$ cat src/rtl/led_fade_sink.sv
// LED fade sink: takes 16-bit words and fades four LEDs toward their nibble targets.
// Optional build macro LED_FADE_GAMMA_EN switches the PWM compare to a squared (perceptual) level.
module led_fade_sink #(
    parameter int STEP_DIV   = 100000,
    parameter int HOLD_STEPS = 500
) (
    input  logic        clk,
    input  logic        rst,
    input  logic [15:0] rand_data,
    input  logic        rand_valid,
    output logic        rand_ready,
    output logic [3:0]  leds,
    output logic [1:0]  o_dbg_state,
    output logic [31:0] o_dbg_levels
);
    localparam int SW = (STEP_DIV > 1) ? $clog2(STEP_DIV) : 1;
    localparam int HW = (HOLD_STEPS > 1) ? $clog2(HOLD_STEPS) : 1;
    localparam logic [SW-1:0] STEP_LAST = SW'(STEP_DIV - 1);
    localparam logic [HW-1:0] HOLD_LAST = HW'(HOLD_STEPS - 1);

    typedef enum logic [1:0] {
        S_REQ  = 2'd0,
        S_FADE = 2'd1,
        S_HOLD = 2'd2
    } state_t;

    state_t        r_state;
    logic          r_ready;
    logic [3:0]    r_leds;
    logic [7:0]    r_level  [4];
    logic [7:0]    r_target [4];
    logic [7:0]    r_pwm_cnt;
    logic [SW-1:0] r_step_cnt;
    logic [HW-1:0] r_hold_cnt;

    logic          w_step_tick;
    logic          w_xfer;
    logic          w_all_done;
    logic [7:0]    w_level_nxt [4];
    logic [7:0]    w_cmp       [4];

    // Handshake: a word transfers on any cycle where rand_valid and rand_ready are both
    // high; ready is registered, held high in REQ until that transfer, and low elsewhere.
    assign w_xfer      = rand_valid && r_ready;
    assign w_step_tick = (r_step_cnt == STEP_LAST);

    always_comb begin
        w_all_done = 1'b1;
        for (int i = 0; i < 4; i++) begin
            w_level_nxt[i] = r_level[i];
            if (r_level[i] < r_target[i]) begin
                w_level_nxt[i] = r_level[i] + 8'd1;
            end else if (r_level[i] > r_target[i]) begin
                w_level_nxt[i] = r_level[i] - 8'd1;
            end
            if (w_level_nxt[i] != r_target[i]) begin
                w_all_done = 1'b0;
            end
        end
    end

`ifdef LED_FADE_GAMMA_EN
    logic [15:0] w_sq [4];

    always_comb begin
        for (int i = 0; i < 4; i++) begin
            w_sq[i]  = r_level[i] * r_level[i];
            w_cmp[i] = w_sq[i][15:8];
        end
    end
`else
    always_comb begin
        for (int i = 0; i < 4; i++) begin
            w_cmp[i] = r_level[i];
        end
    end
`endif

    always_ff @(posedge clk or negedge rst) begin
        if (!rst) begin
            r_pwm_cnt  <= 8'd0;
            r_step_cnt <= '0;
            r_leds     <= 4'b0000;
        end else begin
            r_pwm_cnt  <= r_pwm_cnt + 8'd1;
            r_step_cnt <= w_step_tick ? '0 : r_step_cnt + 1'b1;
            for (int i = 0; i < 4; i++) begin
                r_leds[i] <= (w_cmp[i] > r_pwm_cnt);
            end
        end
    end

    always_ff @(posedge clk or negedge rst) begin
        if (!rst) begin
            r_state    <= S_REQ;
            r_ready    <= 1'b0;
            r_hold_cnt <= '0;
            for (int i = 0; i < 4; i++) begin
                r_level[i]  <= 8'h00;
                r_target[i] <= 8'h00;
            end
        end else begin
            case (r_state)
                S_REQ: begin
                    if (w_xfer) begin
                        for (int i = 0; i < 4; i++) begin
                            r_target[i] <= {rand_data[4*i +: 4], rand_data[4*i +: 4]};
                        end
                        r_ready <= 1'b0;
                        r_state <= S_FADE;
                    end else begin
                        r_ready <= 1'b1;
                    end
                end
                S_FADE: begin
                    r_ready <= 1'b0;
                    if (w_step_tick) begin
                        for (int i = 0; i < 4; i++) begin
                            r_level[i] <= w_level_nxt[i];
                        end
                        if (w_all_done) begin
                            r_hold_cnt <= '0;
                            r_state    <= S_HOLD;
                        end
                    end
                end
                S_HOLD: begin
                    if (w_step_tick) begin
                        if (r_hold_cnt == HOLD_LAST) begin
                            r_ready <= 1'b1;
                            r_state <= S_REQ;
                        end else begin
                            r_ready    <= 1'b0;
                            r_hold_cnt <= r_hold_cnt + 1'b1;
                        end
                    end else begin
                        r_ready <= 1'b0;
                    end
                end
                default: begin
                    r_ready <= 1'b0;
                    r_state <= S_REQ;
                end
            endcase
        end
    end

    assign rand_ready   = r_ready;
    assign leds         = r_leds;
    assign o_dbg_state  = r_state;
    assign o_dbg_levels = {r_level[3], r_level[2], r_level[1], r_level[0]};

endmodule

$ cat config.mk
export PLATFORM = sky130hd
export DESIGN_NAME = led_fade_sink
export DESIGN_NICKNAME = d
export VERILOG_FILES = /design/src/rtl/led_fade_sink.sv
export SDC_FILE = /design/constraint.sdc
export NUM_CORES = 1
export LEC_CHECK = 0
export BUFFER_PORTS_ARGS = -buffer_cell sky130_fd_sc_hd__buf_2
export CAP_MARGIN = 20
export CORE_MARGIN = 1
export CORE_UTILIZATION = 60
export DETAILED_ROUTE_END_ITERATION = 16
export GPL_TIMING_DRIVEN = 0
export PLACE_DENSITY = 0.8
export SETUP_SLACK_MARGIN = 0.15
export SKIP_LAST_GASP = 1
export SYNTH_ARGS = -nofsm -noshare
export SYNTH_HDL_FRONTEND = slang
export SYNTH_SLANG_ARGS = --single-unit
$ cat constraint.sdc
create_clock -name clk -period 3.7 [get_ports clk]
set_input_delay 0.74 -clock clk [delete_from_list [all_inputs] [get_ports clk]]
set_output_delay 0.74 -clock clk [all_outputs]
set_load 0.05 [all_outputs]
==> metrics.yaml, run 1 <==
synthesis:
  syn_nets: 888
  ys_seq_area_share_pct: 32.3
  synth_seq_cells: 89
  synth_cell_types: 70
  synthCells: 794
  avgSynthCellArea_um2: 8.69
  synth_edf_count: 0
  async_flop_share_pct: 100
  syn_area_um2: 6900
  yosysWarnings: 0
  dominantRegCellSynth: "dfrtp_1"
sta:
  fmaxAchievable_ghz: 0.284
  fin_crit_sh_pct: 95.3
  worst_hold_slack_ns: 0.307
  hold_violations: 0
  fin_skew_ns: 0.00782
  worst_slew_pin_slew_ns: 0.754
  rsz0062_at_grt: "yes"
  final_max_slew_viol_count: 0
  finalCriticalPeriod_ns: 3.53
  slew_headroom_pct: 49.7
  setup_viol: 0
critical_path:
  cp_num_buf_inv: 1
  worstSetupPathType: "register to register"
  crit_arrival_ns: 3.74
  crit_path_end_kind: "register"
  required_ns: 3.91
  path_cells: "ha_1 -> nand4_2 -> or2_1 -> nand2_1 -> a2111oi_4 -> or3_1 -> a211o_1 -> a211oi_2 -> o2111ai_2 -> o31ai_4 -> buf_4 -> o22ai_1"
  critPathLaunchType: "register"
  max_stage_delay_ns: 0.50
  cp_top_family: "compound AO/OA/AOI/OAI gates"
  critPathSlowestCell: "dfrtp_1"
  path_max_fanout: 7
drt:
  drt_iter0_markers: 394
  drt-pass1-iter-count: 7
  wire_per_inst_um: 18.2
  antenna_left: 0
  vias: 6427
  drcViolationCount: 0
  vias_per_cell: 6.33
  totalWireLength_um: 18500
min_path:
  hp-class: "input pin to asynchronous set/reset pin"
run:
  maxCapViolations: 0
cells_and_area:
  antennaDiodeCount: 0
  fin_cells: 1016
  synthToLayoutAreaGrowth_pct: 14.2
  final_core_util_pct: 71.4
  fill_cells: 837
  drive_gt1_share_pct: 16.0
  nets: 965
die:
  die_y_um: 109
  dieArea_um2: 11900
  initial_core_util_pct: 62.5
  coreArea_um2: 11000
  num_rows: 38
  io_pins: 58
  die_w_um: 109
grt:
  grt_pass1_wl_um: 30200
  antenna_found_initial: 0
  overflow: 0
  grt_pass1_vias: 6042
  grt_max_degree: 63
  grt.total_usage_pct: 33.2
power_and_ir_drop:
  pwr_density_cell_nw_per_um2: 246
  peakVddDrop_v: 0.000233
  power_mw: 1.94
  p_leak_nw: 3.65
placed_design:
  dp_hpwl_um: 13600
  port_buffers: 57
  dp.cells: 992
  gp_congestion: 0.956
run_status:
  status: "completed"
clocking:
  insertion_delay_ns: 0.36
  clk_pin_slew_ns: 0.07
  htreeDepth: 3
  cts_tree: "done"
  ctsRootBufferMaster: "clkbuf_16"
  cts_made_buffers: 9
  cts_hold_buf: 0
  cts_sinks: 89
  cts_buffer_depth: 2
cell usage in the layout (no fill, tap or decap), drive strengths merged, types with 6 or more instances in the layout:
cell,instances
buf,72
nand4,23
nor4,10
a31oi,8
o21a,14
a21oi,39
nand2,64
clkbuf,28
nand2b,7
o211ai,18
o21ai,66
a21o,8
or3,12
xor2,21
nor2,47
nor3,29
o22ai,6
ha,75
inv,47
dfrtp,89
nand3,35
a211oi,8
and3,15
xnor2,51
or4,7
or2,9
nor2b,10
through the flow:
| stage | setup WS [ns] | area (um2) | TNS [ns] |
|---|---|---|---|
| CTS | 0.152 | 7720 | 0 |
| finish | 0.175 | 7880 | 0 |
| floorplan | 0.250 | 6900 | 0 |
| global placement | -0.152 | 7360 | -0.982 |
| global route | 0.0249 | 7880 | 0 |
| detailed placement | -0.227 | 7390 | -1.59 |
synthesized netlist by cell type, drive strengths merged, types with 6 or more instances:
library cell,number,area (um2)
o21ai,66,330
nor2,47,176
o211ai,18,140
dfrtp,89,2230
buf,7,32.5
nor3,29,150
o22ai,6,37.5
o21a,14,105
a21oi,39,210
and3,15,93.8
or4,7,52.6
a31oi,8,50.1
nor2b,10,62.6
or3,12,75.1
nand2,64,240
or2,9,56.3
clkbuf,18,67.6
a21o,8,60.1
ha,75,938
nand2b,7,43.8
nand4,23,150
xnor2,51,447
nand3,35,180
nor4,10,62.6
xor2,21,184
a211oi,8,65.1
inv,46,173
power breakdown:
part	internal [mW]	switching (mW)	total, mW
Clock	0.523	0.412	0.935
Combinational	0.0101	0.0220	0.0320
Sequential	0.973	0	0.973
routing by layer:
| layer | global-route usage [%] | routed length (um) |
|---|---|---|
| met3 | 7.47 | 1610 |
| met4 | 15.5 | 676 |
| met1 | 44.2 | 7840 |
| met2 | 51.3 | 8370 |
| met5 | 0 | 0 |
path summary, 6_finish.rpt:
check                           startpoint               to  slack [ns]  depth (start not counted)
hold / removal                         rst  o_dbg_levels[7]        0.31                          1
hold reg to reg               r_pwm_cnt[6]     r_pwm_cnt[6]        0.48                          1
max in group asynchronous              rst  o_dbg_levels[8]        2.73                          2
min in group clk              r_pwm_cnt[6]     r_pwm_cnt[6]        0.48                          1
setup reg to reg           o_dbg_levels[7]    r_hold_cnt[1]        0.17                         12
setup / recovery           o_dbg_levels[7]    r_hold_cnt[1]        0.17                         12
worst register-to-register path, delay by kind of cell (launching register included):
kind	cells	cell delay [ns]
AO/OA/AOI/OAI	6	1.27
flip-flops	1	0.50
AND/OR/NAND/NOR	4	1.00
adder cells (fa/ha/maj)	1	0.40
buffers and inverters	1	0.20
state kept, by name (all words and copies together) (netlist names):
signal and flops:
o_dbg_levels 32, leds 4, r_pwm_cnt 8, r_step_cnt 17, r_target 16, r_hold_cnt 9, rand_ready 1, o_dbg_state 2
what timing repair did:
| action | in CTS | in global routing |
|---|---|---|
| endpoints found under the setup margin | 17 | 23 |
| endpoints found under the hold margin | 0 | 0 |
| pin swaps | 1 | 3 |
| resized for setup | 8 | 40 |
| setup buffers | 2 | 6 |
area by class of cell:
| class | instances | area [um2] | area share, % |
|---|---|---|---|
| plain buffers | 25 | 111 | 1.41 |
| clock buffers | 9 | 225 | 2.86 |
| clock inverters | 7 | 70.1 | 0.889 |
| inverters | 46 | 173 | 2.19 |
| multi-input cells | 634 | 4500 | 57.2 |
| flip-flops and latches | 89 | 2240 | 28.5 |
| well taps | 140 | 175 | 2.22 |
| repair buffers | 66 | 375 | 4.76 |
logic make-up (layout without fill, tap and decap cells):
logic type	count (synthesis)	after routing	share of synthesized area, %
mux	6	6	0.907
flops	89	89	32.3
compound gates	199	199	19.1
simple gates	282	282	21.1
fa+ha+maj	75	75	13.6
buf+inv	71	153	3.95
xor+xnor	72	72	9.14
Note: power is estimated with default switching activity, not from simulation.
==> run 2: changes to the inputs <==
- SETUP_SLACK_MARGIN: 0.15 -> 0.5
==> run 2 against run 1 <==
First-iteration DRC count rose by 15%. Die area did not move. Worst hold slack improved by 0.091 ns. Combinational power barely moved. Cell area rose by 4.4%. Worst setup slack improved by 0.076 ns. Sequential power barely moved. Critical path depth rose by 1. Clock power rose by 4.5%. Power rose by 2.1%. Count of clock-buffer cells in the layout rose by 1. Non-clock buffer count rose by 12. Critical endpoint unchanged. Largest cell class unchanged.
==> metrics.yaml, run 2 (synthesized netlist as in run 1, its figures left out) <==
critical_path:
  crit_arrival_ns: 3.66  # -0.08 ns
  crit_path_end_kind: "register"
  path_max_fanout: 7  # unchanged
  worstSetupPathType: "register to register"
  required_ns: 3.91  # about the same
  critPathLaunchType: "register"
cells_and_area:
  final_cell_mix: "70 x ha_1, 64 x nand2_1, 63 x dfrtp_1, 59 x buf_2, 56 x o21ai_0"
  drive_gt1_share_pct: 21.3  # +5.3 points
  layout_commonest_cell: "ha_1"
  antennaDiodeCount: 0  # unchanged
  largest_register_ffs: 32  # unchanged
  synthToLayoutAreaGrowth_pct: 19.2
  nets: 977  # +1.2%
  fin_cells: 1028  # +1.2%
die:
  dieArea_um2: 11900  # unchanged
  die_w_um: 109  # unchanged
  io_pins: 58  # unchanged
  num_rows: 38  # unchanged
  coreArea_um2: 11000  # unchanged
  die_y_um: 109  # unchanged
  initial_core_util_pct: 62.5  # unchanged
grt:
  met1_usage_pct: 44.4  # +0.27 points
  grt_max_degree: 47  # -25%
  overflow: 0  # unchanged
  grtUsageMet2_pct: 57.2  # +5.8 points
  grt.total_usage_pct: 34.2  # +0.95 points
  antenna_found_initial: 0  # unchanged
  grt_pass1_wl_um: 31000  # +2.8%
  use_met3_pct: 4.24  # -3.2 points
  grt_pass1_vias: 6290  # +4.1%
  grt.busiest_layer: "met2"
drt:
  totalWireLength_um: 20000  # +8.1%
  drt-pass1-iter-count: 5  # -2
  vias: 6619  # +3.0%
  drt_iter0_markers: 454  # +15%
  wire_per_inst_um: 19.5  # +6.8%
  drcViolationCount: 0  # unchanged
  vias_per_cell: 6.44  # +1.8%
  antenna_left: 0  # unchanged
run:
  maxCapViolations: 0  # unchanged
clocking:
  cts_hold_buf: 0  # unchanged
  cts_buffer_depth: 2  # unchanged
  ctsRootBufferMaster: "clkbuf_16"
  cts_made_buffers: 9  # unchanged
  clk_pin_slew_ns: 0.07  # about the same
  htreeDepth: 3  # unchanged
  cts_sinks: 89  # unchanged
  insertion_delay_ns: 0.35  # about the same
  cts_tree: "done"
power_and_ir_drop:
  combPwrFrac_pct: 1.6  # about the same
  power.internal_mw: 1.53  # +1.8%
  peakVddDrop_v: 0.000248  # +6.4%
  power_switching_mw: 0.448  # +3.4%
  power.share.clock_pct: 49.3  # +1.1 points
  pwr_density_cell_nw_per_um2: 241  # -2.1%
  p_leak_nw: 3.70  # +1.2%
  seqPwrFrac_pct: 49.1  # -1.0 points
  sw_frac_of_total_pct: 22.6  # +0.27 points
sta:
  slew_headroom_pct: 50.7  # +0.99 points
  hold_violations: 0  # unchanged
  fin_skew_ns: 0.00720  # -0.000613 ns
  rsz0062_at_grt: "yes"
  fin_crit_sh_pct: 93.2  # -2.1 points
  setup_viol: 0  # unchanged
  finalCriticalPeriod_ns: 3.45  # -0.0759 ns
  tns_ns: 0  # unchanged
  fmaxAchievable_ghz: 0.290  # +2.2%
  final_max_slew_viol_count: 0  # unchanged
  worst_slew_pin_slew_ns: 0.739  # -0.0149 ns
run_status:
  status: "completed"
placed_design:
  dp.cells: 992  # unchanged
  gp_congestion: 0.934  # -2.4%
  port_buffers: 57  # unchanged
  dp_hpwl_um: 14000  # +3.6%
min_path:
  hp-class: "input pin to asynchronous set/reset pin"
-- run 2: metal layers --
| layer | share of wire (%) | vias up |
|---|---|---|
| li1 | - | 3077 |
| met3 | 8.0 | 64 |
| met4 | 3.1 | 0 |
| met1 | 41 | 3132 |
| met5 | 0 | - |
| met2 | 48 | 346 |
-- run 2: final cells by class --
type,instances,area (um2)
buffer,25,118
clock buffer,10,239
clock inverter,6,73.8
fill,815,2810
inverter,46,175
multi-input combinational,634,4710
sequential,89,2260
tap,140,175
timing repair buffer,78,469
-- run 2: path summary, 6_finish.rpt --
path,depth (start not counted),start,end,slack [ns]
min in group clk,1,r_pwm_cnt[6],r_pwm_cnt[6],0.49
hold / removal,1,rst,o_dbg_levels[5],0.40
setup reg to reg,13,r_target[27],r_hold_cnt[1],0.25
setup / recovery,13,r_target[27],r_hold_cnt[1],0.25
hold reg to reg,1,r_pwm_cnt[6],r_pwm_cnt[6],0.49
max in group asynchronous,2,rst,o_dbg_levels[12],2.63
-- run 2: power by group through the flow --
stage	Sequential (mW)	Combinational [mW]	Clock [mW]
2_1_floorplan	0.991	0.000194	0
3_3_place_gp	0.991	0.0290	0
3_5_place_dp	0.991	0.0341	0
4_1_cts	0.972	0.0343	0.976
5_1_grt	0.972	0.0373	1.01
6_report	0.972	0.0323	0.977
-- run 2: stage by stage --
step | total power [mW] | hold WS [ns] | setup WS (ns) | instance area, um2 | util (%)
floorplan | 0.991 | 0.444 | 0.501 | 6960 | -
global placement | 1.02 | 0.461 | 0.0221 | 7420 | 67.2
detailed placement | 1.03 | 0.467 | -0.0238 | 7450 | 67.5
CTS | 1.98 | 0.426 | 0.290 | 7940 | 72.0
global route | 2.02 | 0.451 | 0.108 | 8220 | 74.5
finish | 1.98 | 0.398 | 0.251 | 8220 | 74.5
-- run 2: timing repair --
action                                  4_1_cts  5_1_grt
endpoints found under the setup margin       31       21
setup buffers                                10       10
resized for setup                            24       44
pin swaps                                     9       13
endpoints found under the hold margin         0        0
-- run 2: critical path: stages, from the launching register on --
cell and delay, ns:
dfrtp_1 0.34, inv_1 0.10, ha_1 0.35, nand4_1 0.21, or2_4 0.31, nand2_1 0.14, a2111oi_4 0.09, or3_4 0.39
a211o_1 0.30, a211oi_4 0.33, o2111ai_4 0.22, o31ai_4 0.29, buf_6 0.16, o22ai_1 0.08
